File: src/rtl/alu_operand_sequencer.sv
// alu_operand_sequencer: debounced operand entry A then B/cin for the adder, with a held result register.
// Defining ACCUM_CHAIN_EN makes a press in SHOW chain the result into op_a and go to LOAD_B.
module alu_operand_sequencer #(
   parameter int WIDTH     = 8,
   parameter int DB_CYCLES = 16
) (
   input  logic             clk,
   input  logic             rst,
   input  logic [WIDTH-1:0] sw_in,
   input  logic             sw_cin,
   input  logic             btn_store,
   output logic [WIDTH-1:0] op_a,
   output logic [WIDTH-1:0] op_b,
   output logic             cin,
   input  logic [WIDTH-1:0] sum_in,
   input  logic             cout_in,
   output logic [WIDTH-1:0] result,
   output logic             result_cout,
   output logic             result_valid,
   output logic [1:0]       state_led
);
   localparam int CW = $clog2(DB_CYCLES + 1);
   typedef enum logic [1:0] {LOAD_A = 2'b00, LOAD_B = 2'b01, ADD = 2'b10, SHOW = 2'b11} state_t;
   state_t         state;
   logic           sync1, sync2, db_level, db_prev;
   logic [CW-1:0]  cnt;
   logic           store_pulse;
   // Counter runs only while the synced level disagrees with the debounced one.
   always_ff @(posedge clk) begin
      if (rst) begin
         sync1    <= 1'b0;
         sync2    <= 1'b0;
         db_level <= 1'b0;
         db_prev  <= 1'b0;
         cnt      <= '0;
      end else begin
         sync1   <= btn_store;
         sync2   <= sync1;
         db_prev <= db_level;
         if (sync2 == db_level) cnt <= '0;
         else if (cnt == CW'(DB_CYCLES - 1)) begin
            db_level <= sync2;
            cnt      <= '0;
         end else cnt <= cnt + 1'b1;
      end
   end
   assign store_pulse = db_level & ~db_prev;
   always_ff @(posedge clk) begin
      if (rst) begin
         state        <= LOAD_A;
         op_a         <= '0;
         op_b         <= '0;
         cin          <= 1'b0;
         result       <= '0;
         result_cout  <= 1'b0;
         result_valid <= 1'b0;
      end else begin
         case (state)
            LOAD_A: if (store_pulse) begin
               op_a  <= sw_in;
               state <= LOAD_B;
            end
            LOAD_B: if (store_pulse) begin
               op_b  <= sw_in;
               cin   <= sw_cin;
               state <= ADD;
            end
            ADD: begin
               result       <= sum_in;
               result_cout  <= cout_in;
               result_valid <= 1'b1;
               state        <= SHOW;
            end
            default: if (store_pulse) begin
               result_valid <= 1'b0;
`ifdef ACCUM_CHAIN_EN
               op_a  <= result;
               state <= LOAD_B;
`else
               state <= LOAD_A;
`endif
            end
         endcase
      end
   end
   assign state_led = state;
endmodule

File: config.mk
export PLATFORM = sky130hd
export DESIGN_NAME = alu_operand_sequencer
export DESIGN_NICKNAME = d
export VERILOG_FILES = /design/src/rtl/alu_operand_sequencer.sv
export SDC_FILE = /design/constraint.sdc
export NUM_CORES = 1
export LEC_CHECK = 0
export ABC_AREA = 0
export CAP_MARGIN = 10
export CORE_MARGIN = 2
export CORE_UTILIZATION = 40
export DETAILED_ROUTE_END_ITERATION = 16
export PLACE_DENSITY = 0.74
export SYNTH_ARGS = -nofsm -noshare
export SYNTH_HDL_FRONTEND = slang
export SYNTH_SLANG_ARGS = --single-unit
File: constraint.sdc
create_clock -name clk -period 1.3 [get_ports clk]
set_input_delay 0.325 -clock clk [delete_from_list [all_inputs] [get_ports clk]]
set_output_delay 0.325 -clock clk [all_outputs]
set_load 0.05 [all_outputs]
# After elaboration in Yosys (flattened, before gate mapping)
# Cells that the tools add are included.
[word_totals]
reg_bits = 38
latch_bits = 0
mem_bits_rw = 0
romBits = 0
inputBits = 21
out_inout_bits = 29
wordCells = 38
memories = 0
[classes]
n_addsub = 1
mul = 0
div = 0
n_lt_le_gt_ge = 0
eq_ne = 6
shifts = 0
n_mux = 6
n_bitwise = 4
n_reduce_logical = 9
[ops]
columns = ["op", "count"]
rows = [
  ["$reduce_and 2->1", 4],
  ["$mux 2", 3],
  ["$pmux 2 s3", 1],
  ["$add 5x1->5 const B", 1],
  ["$eq 5x4->1 const B", 1],
  ["$ne 2x2->1 const B", 2],
  ["$not 1->1", 3],
  ["$reduce_and 3->1", 1],
  ["$reduce_or 3->1", 1],
  ["$eq 2x1->1 const B", 1],
  ["$eq 2x2->1 const B", 1],
  ["$logic_not 2->1", 1],
  ["$pmux 1 s2", 1],
  ["$reduce_bool 2->1", 1],
  ["$reduce_or 2->1", 1],
  ["$and 1x1->1", 1],
  ["$eq 1x1->1", 1],
  ["$mux 1", 1],
]

# Depth between registers and ports, before layout
[depth]
word_depth = 4
depth_mapped = 6
mapped_depth_nobuf = 5

# Worst setup path before layout
# Ideal clock, no wire load.
[synth_path]
kind = "reg-to-reg"
from = "reg state[0], in the netlist state_led[0]"
to = "reg op_a[0]"
setup_time_ns = 0.070
t_arrival_ns = 1.603
t_required_ns = 1.230
slack_ns = -0.373
stages_incl_launch_ff = 7
n_path_buf = 1
period_less_slack_ns = 1.673
cell_sequence = "dfxtp_1 > inv_1 > ha_1 > buf_2 > nand3b_1 > nand2_1 > a21oi_1"
[synth_via]
elab_chain_len = 2
[synth_rtl]
columns = ["item", "line_no", "text"]
rows = [
  ["start: declaration", "24", "state_t state;"],
  ["start signal: assignment", "50", "state <= LOAD_A;"],
  ["start signal: assignment", "61", "state <= LOAD_B;"],
  ["start signal: assignment", "66", "state <= ADD;"],
  ["$logic_not 2->1", "58", "case (state)"],
  ["$reduce_and 2->1 (no line)", "--", ""],
  ["end signal: assignment", "60", "op_a <= sw_in;"],
  ["end: declaration", "12", "output logic [WIDTH-1:0] op_a,"],
]
# Every way passes these cells.
# A chain may end at the register's enable or synchronous reset.

# Worst setup path in the final report
[layout_path]
from = "reg cnt[1]"
to = "reg cnt[2]"
[layout_via]
elab_chain_len = 2
elab_cells_between_ends = 3
classes_between = "add/sub (1); eq/ne (1); reduce/logical (1)"
[layout_rtl]
columns = ["item", "line_no", "text"]
rows = [
  ["start: declaration", "26", "logic [CW-1:0] cnt;"],
  ["start signal: assignment", "44", "end else cnt <= cnt + 1'b1;"],
  ["parallel branches: the longest is 2 deep, another holds $add 5x1->5", "--", ""],
]
# Parallel ways; which one is timed is not known.

==> results_tabular.tex <==
\begin{tabular}{lr}
\hline
Metric & Value \\
\hline
\multicolumn{2}{l}{\textbf{Route}} \\
\quad Vias post-DR & 1,309 \\
\quad DRC Markers & 0 \\
\quad Remaining antenna violation count & 0 \\
\quad Per-cell via count in the routed design & 4.98 \\
\quad Detailed router's first-iteration violation count & 59 \\
\quad First-pass iteration count of the detailed router & 4 \\
\quad Sum of routed wire length over all layers & 3840 µm \\
\quad Post-detailed-route wirelength per cell & 14.6 µm \\
\multicolumn{2}{l}{\textbf{Placement}} \\
\quad Placed Cells incl. Taps & 253 \\
\quad Cell area reported after detailed placement & 0.00237 mm² \\
\quad Last weighted congestion value of the routability-driven placer & 0.759 \\
\quad Buffers added on ports & 49 \\
\quad Detailed placer's ending HPWL & 2900 µm \\
\multicolumn{2}{l}{\textbf{Timing}} \\
\quad Setup-violating endpoint count in the final report & 6 \\
\quad RSZ-0062 raised after global routing & yes \\
\quad Worst hold slack & 0.449 ns \\
\quad Worst Skew & 0.00901 ns \\
\quad Shortest clock period the worst path allows after layout & 1.34 ns \\
\quad Max-slew violation count & 0 \\
\quad Measured slew at the worst slew-check pin & 0.265 ns \\
\quad Max Freq & 745 MHz \\
\quad Worst Setup Slack, final & -0.0420 ns \\
\quad Final worst-path cycle share & 1.03 \\
\quad Worst slew margin & 0.823 \\
\quad Hold Vio Cnt, Final & 0 \\
\multicolumn{2}{l}{\textbf{Clocking}} \\
\quad Total clock buffers created by CTS & 5 \\
\quad H-Tree Depth & 2 \\
\quad Library cell used as clock root buffer & clkbuf\_4 \\
\quad Later-pin clock latency in the skew report & 0.34 ns \\
\quad Clock tree from TritonCTS & done \\
\quad Clk sinks & 38 \\
\quad Deepest clock path buffer count & 2 \\
\quad Clock transition at the registers of the reported paths & 0.10 ns \\
\multicolumn{2}{l}{\textbf{Outcome}} \\
\quad Violations in the final reports & setup timing \\
\quad Outcome & finished with violations \\
\multicolumn{2}{l}{\textbf{Worst setup path}} \\
\quad Startpoint type of the worst setup path & flop \\
\quad Critical path data required time & 1.58 ns \\
\quad Crit path DAT & 1.62 ns \\
\quad Crit path max fanout & 5 \\
\quad Kind of critical path & reg -> reg \\
\quad Kind of end point of the critical path & flop \\
\multicolumn{2}{l}{\textbf{GRT}} \\
\quad Via count of the first global-routing pass & 1,383 \\
\quad Initial antenna violation count & 0 \\
\quad Aggregate global routing overflow & 0 \\
\quad Wire length of the first global-routing pass & 6440 µm \\
\quad Pin count of the biggest net entering global routing & 18 \\
\quad Overall fraction of global-route tracks in use & 0.204 \\
\multicolumn{2}{l}{\textbf{Yosys}} \\
\quad Fraction of the yosys area taken by sequential cells & 0.522 \\
\quad Synth Cell Area & 0.00146 mm² \\
\quad Count of cell types in the netlist & 25 \\
\quad Yosys top cell by area & dfxtp\_1 \\
\quad Post-synthesis average cell area & 9.28 µm² \\
\quad FF+latch count, synth & 38 \\
\quad Synth Instances & 157 \\
\quad Post-Syn Nets & 183 \\
\quad Cell types occupying the most area after synthesis & dfxtp\_1 (52\%), mux2i\_1 (6.9\%), a21oi\_1 (6.5\%) \\
\quad Count of synthesis-stage warnings from yosys & 0 \\
\quad Area share of the largest cell type after synthesis & 0.522 \\
\multicolumn{2}{l}{\textbf{Die}} \\
\quad Die outline height & 64.4 µm \\
\quad Total number of placement rows & 21 \\
\quad Core region area & 0.00342 mm² \\
\quad Initial core utilization & 0.427 \\
\quad Die Footprint & 0.00414 mm² \\
\quad Die boundary width & 64.4 µm \\
\quad Number of top-level pins & 50 \\
\multicolumn{2}{l}{\textbf{Layout}} \\
\quad Finished Core Util & 0.727 \\
\quad Post-layout net count & 242 \\
\quad P\&R area growth vs syn & 70.4\% \\
\quad Antenna diode count & 0 \\
\quad Finished Layout Cells & 263 \\
\quad Design area & 0.00248 mm² \\
\quad Fraction of final layout cells with drive strength greater than 1 & 0.304 \\
\multicolumn{2}{l}{\textbf{Pwr}} \\
\quad Total net switching power & 0.000402 W \\
\quad Clock power frac & 0.329 \\
\quad Int Pwr & 0.00150 W \\
\quad Leak & 0.868 nW \\
\quad Switching share of power & 0.211 \\
\quad Power Density & 766 mW/mm² \\
\quad Fraction of power consumed by sequential logic & 0.612 \\
\quad Peak ir drop on the vdd network & 0.000526 V \\
\quad Combinational group share of total power & 0.058 \\
\multicolumn{2}{l}{\textbf{Hold path}} \\
\quad Path category of the worst min-delay check & reg -> reg \\
\multicolumn{2}{l}{\textbf{Job}} \\
\quad Max-cap check violation count & 0 \\
\hline
\end{tabular}
registers in the layout, summed over array words and instances, names as in the netlist, 2 cells and up:
register / cells
op_a: 8
op_b: 8
result: 8
cnt: 5
state_led: 2
repair_timing:
item,4_1_cts,5_1_grt
resized for setup,6,4
endpoints found under the hold margin,0,0
pin swaps,1,1
setup endpoints to repair,18,12
hold buffers,0,0
setup buffers,2,0
logic make-up (layout without fill, tap and decap cells):
group,count (synthesis),in the layout,synth area share
AOI/OAI and AO/OA,23,23,0.0815
adders and majority gates,5,5,0.0429
DFF,38,38,0.522
xor gates and xnor gates,3,3,0.0180
buffers and inverters,14,74,0.0566
and+or+nand+nor,64,64,0.210
muxes,10,10,0.0687
synthesized netlist by cell type:
library cell and n:
and3_1 1, ha_1 5, inv_1 4, mux2i_1 10, o21ai_0 2, dfxtp_1 38, buf_2 3, nor2_1 16
o31ai_1 1, or3_4 1, clkbuf_1 4, nand2b_1 1, xor2_1 1, nor2b_4 1, or3_1 1, nor3b_1 1
nor2b_1 3, buf_8 1, a21oi_1 19, nand2_1 19, buf_6 2, nand3_1 18, xnor2_1 2, nand3b_1 2
a31oi_1 1
layout make-up:
type | count | area [µm²]
Tap cell | 46 | 57.6
Fill cell | 251 | 932
Inverter | 4 | 15.0
Clock inverter | 1 | 5.00
Timing Repair Buffer | 62 | 920
Sequential cell | 38 | 771
Multi-Input combinational cell | 105 | 661
Clock buffer | 7 | 55.1
power groups by stage:
stage / clock [W] / combinational (W) / sequential (W)
2_1_floorplan: 0 / 0.0000212 / 0.00119
3_3_place_gp: 0 / 0.000105 / 0.00119
3_5_place_dp: 0 / 0.000110 / 0.00119
4_1_cts: 0.000641 / 0.000111 / 0.00117
5_1_grt: 0.000703 / 0.000118 / 0.00117
6_report: 0.000626 / 0.000111 / 0.00117
critical path: stages, from the launching register on:
cell     delay (ns)
dfxtp_2        0.35
ha_4           0.16
and3_4         0.15
ha_4           0.16
or3_4          0.36
nor2_1         0.11
cell usage in the layout, fill, tap and decap left out, types with 2 or more instances in the layout:
cell type | Yosys | final
o21ai_0 | 2 | 2
nor2_1 | 16 | 14
dfxtp_4 | 0 | 2
buf_4 | 0 | 9
clkbuf_4 | 0 | 5
inv_2 | 0 | 2
xnor2_1 | 2 | 2
ha_4 | 0 | 2
nor2b_1 | 3 | 3
dfxtp_2 | 0 | 2
nand2_1 | 19 | 19
dfxtp_1 | 38 | 34
nand3_1 | 18 | 18
mux2i_1 | 10 | 10
buf_12 | 0 | 32
ha_2 | 0 | 3
nand3b_1 | 2 | 2
a21oi_1 | 19 | 18
nor2_2 | 0 | 2
inv_1 | 4 | 2
clkdlybuf4s50_1 | 0 | 20
routing by layer:
layer / vias up / share of wire / GRT usage
met5: - / 0 / 0
met4: 0 / 0.020 / 0.0771
met3: 11 / 0.071 / 0.0880
met2: 52 / 0.53 / 0.361
met1: 605 / 0.38 / 0.213
li1: 641 / - / -
per-stage QoR:
step / power (W) / setup TNS, ns / setup slack (ns)
final: 0.00190 / -0.196 / -0.0420
after global routing: 0.00199 / -0.449 / -0.0906
after CTS: 0.00192 / -0.123 / -0.0399
after detailed placement: 0.00130 / -0.230 / -0.0459
after global placement: 0.00130 / 0 / 0.00123
after floorplan: 0.00121 / -0.000764 / -0.000764
path summary, 6_finish.rpt:
path	startpoint	endpoint	slack, ns	cells after the start
setup / recovery	cnt[1]	cnt[2]	-0.04	5
hold / removal	sync1	sync2	0.45	1
setup reg to reg	cnt[1]	cnt[2]	-0.04	5
hold reg to reg	sync1	sync2	0.45	1
(Power assumes the default switching activity.)
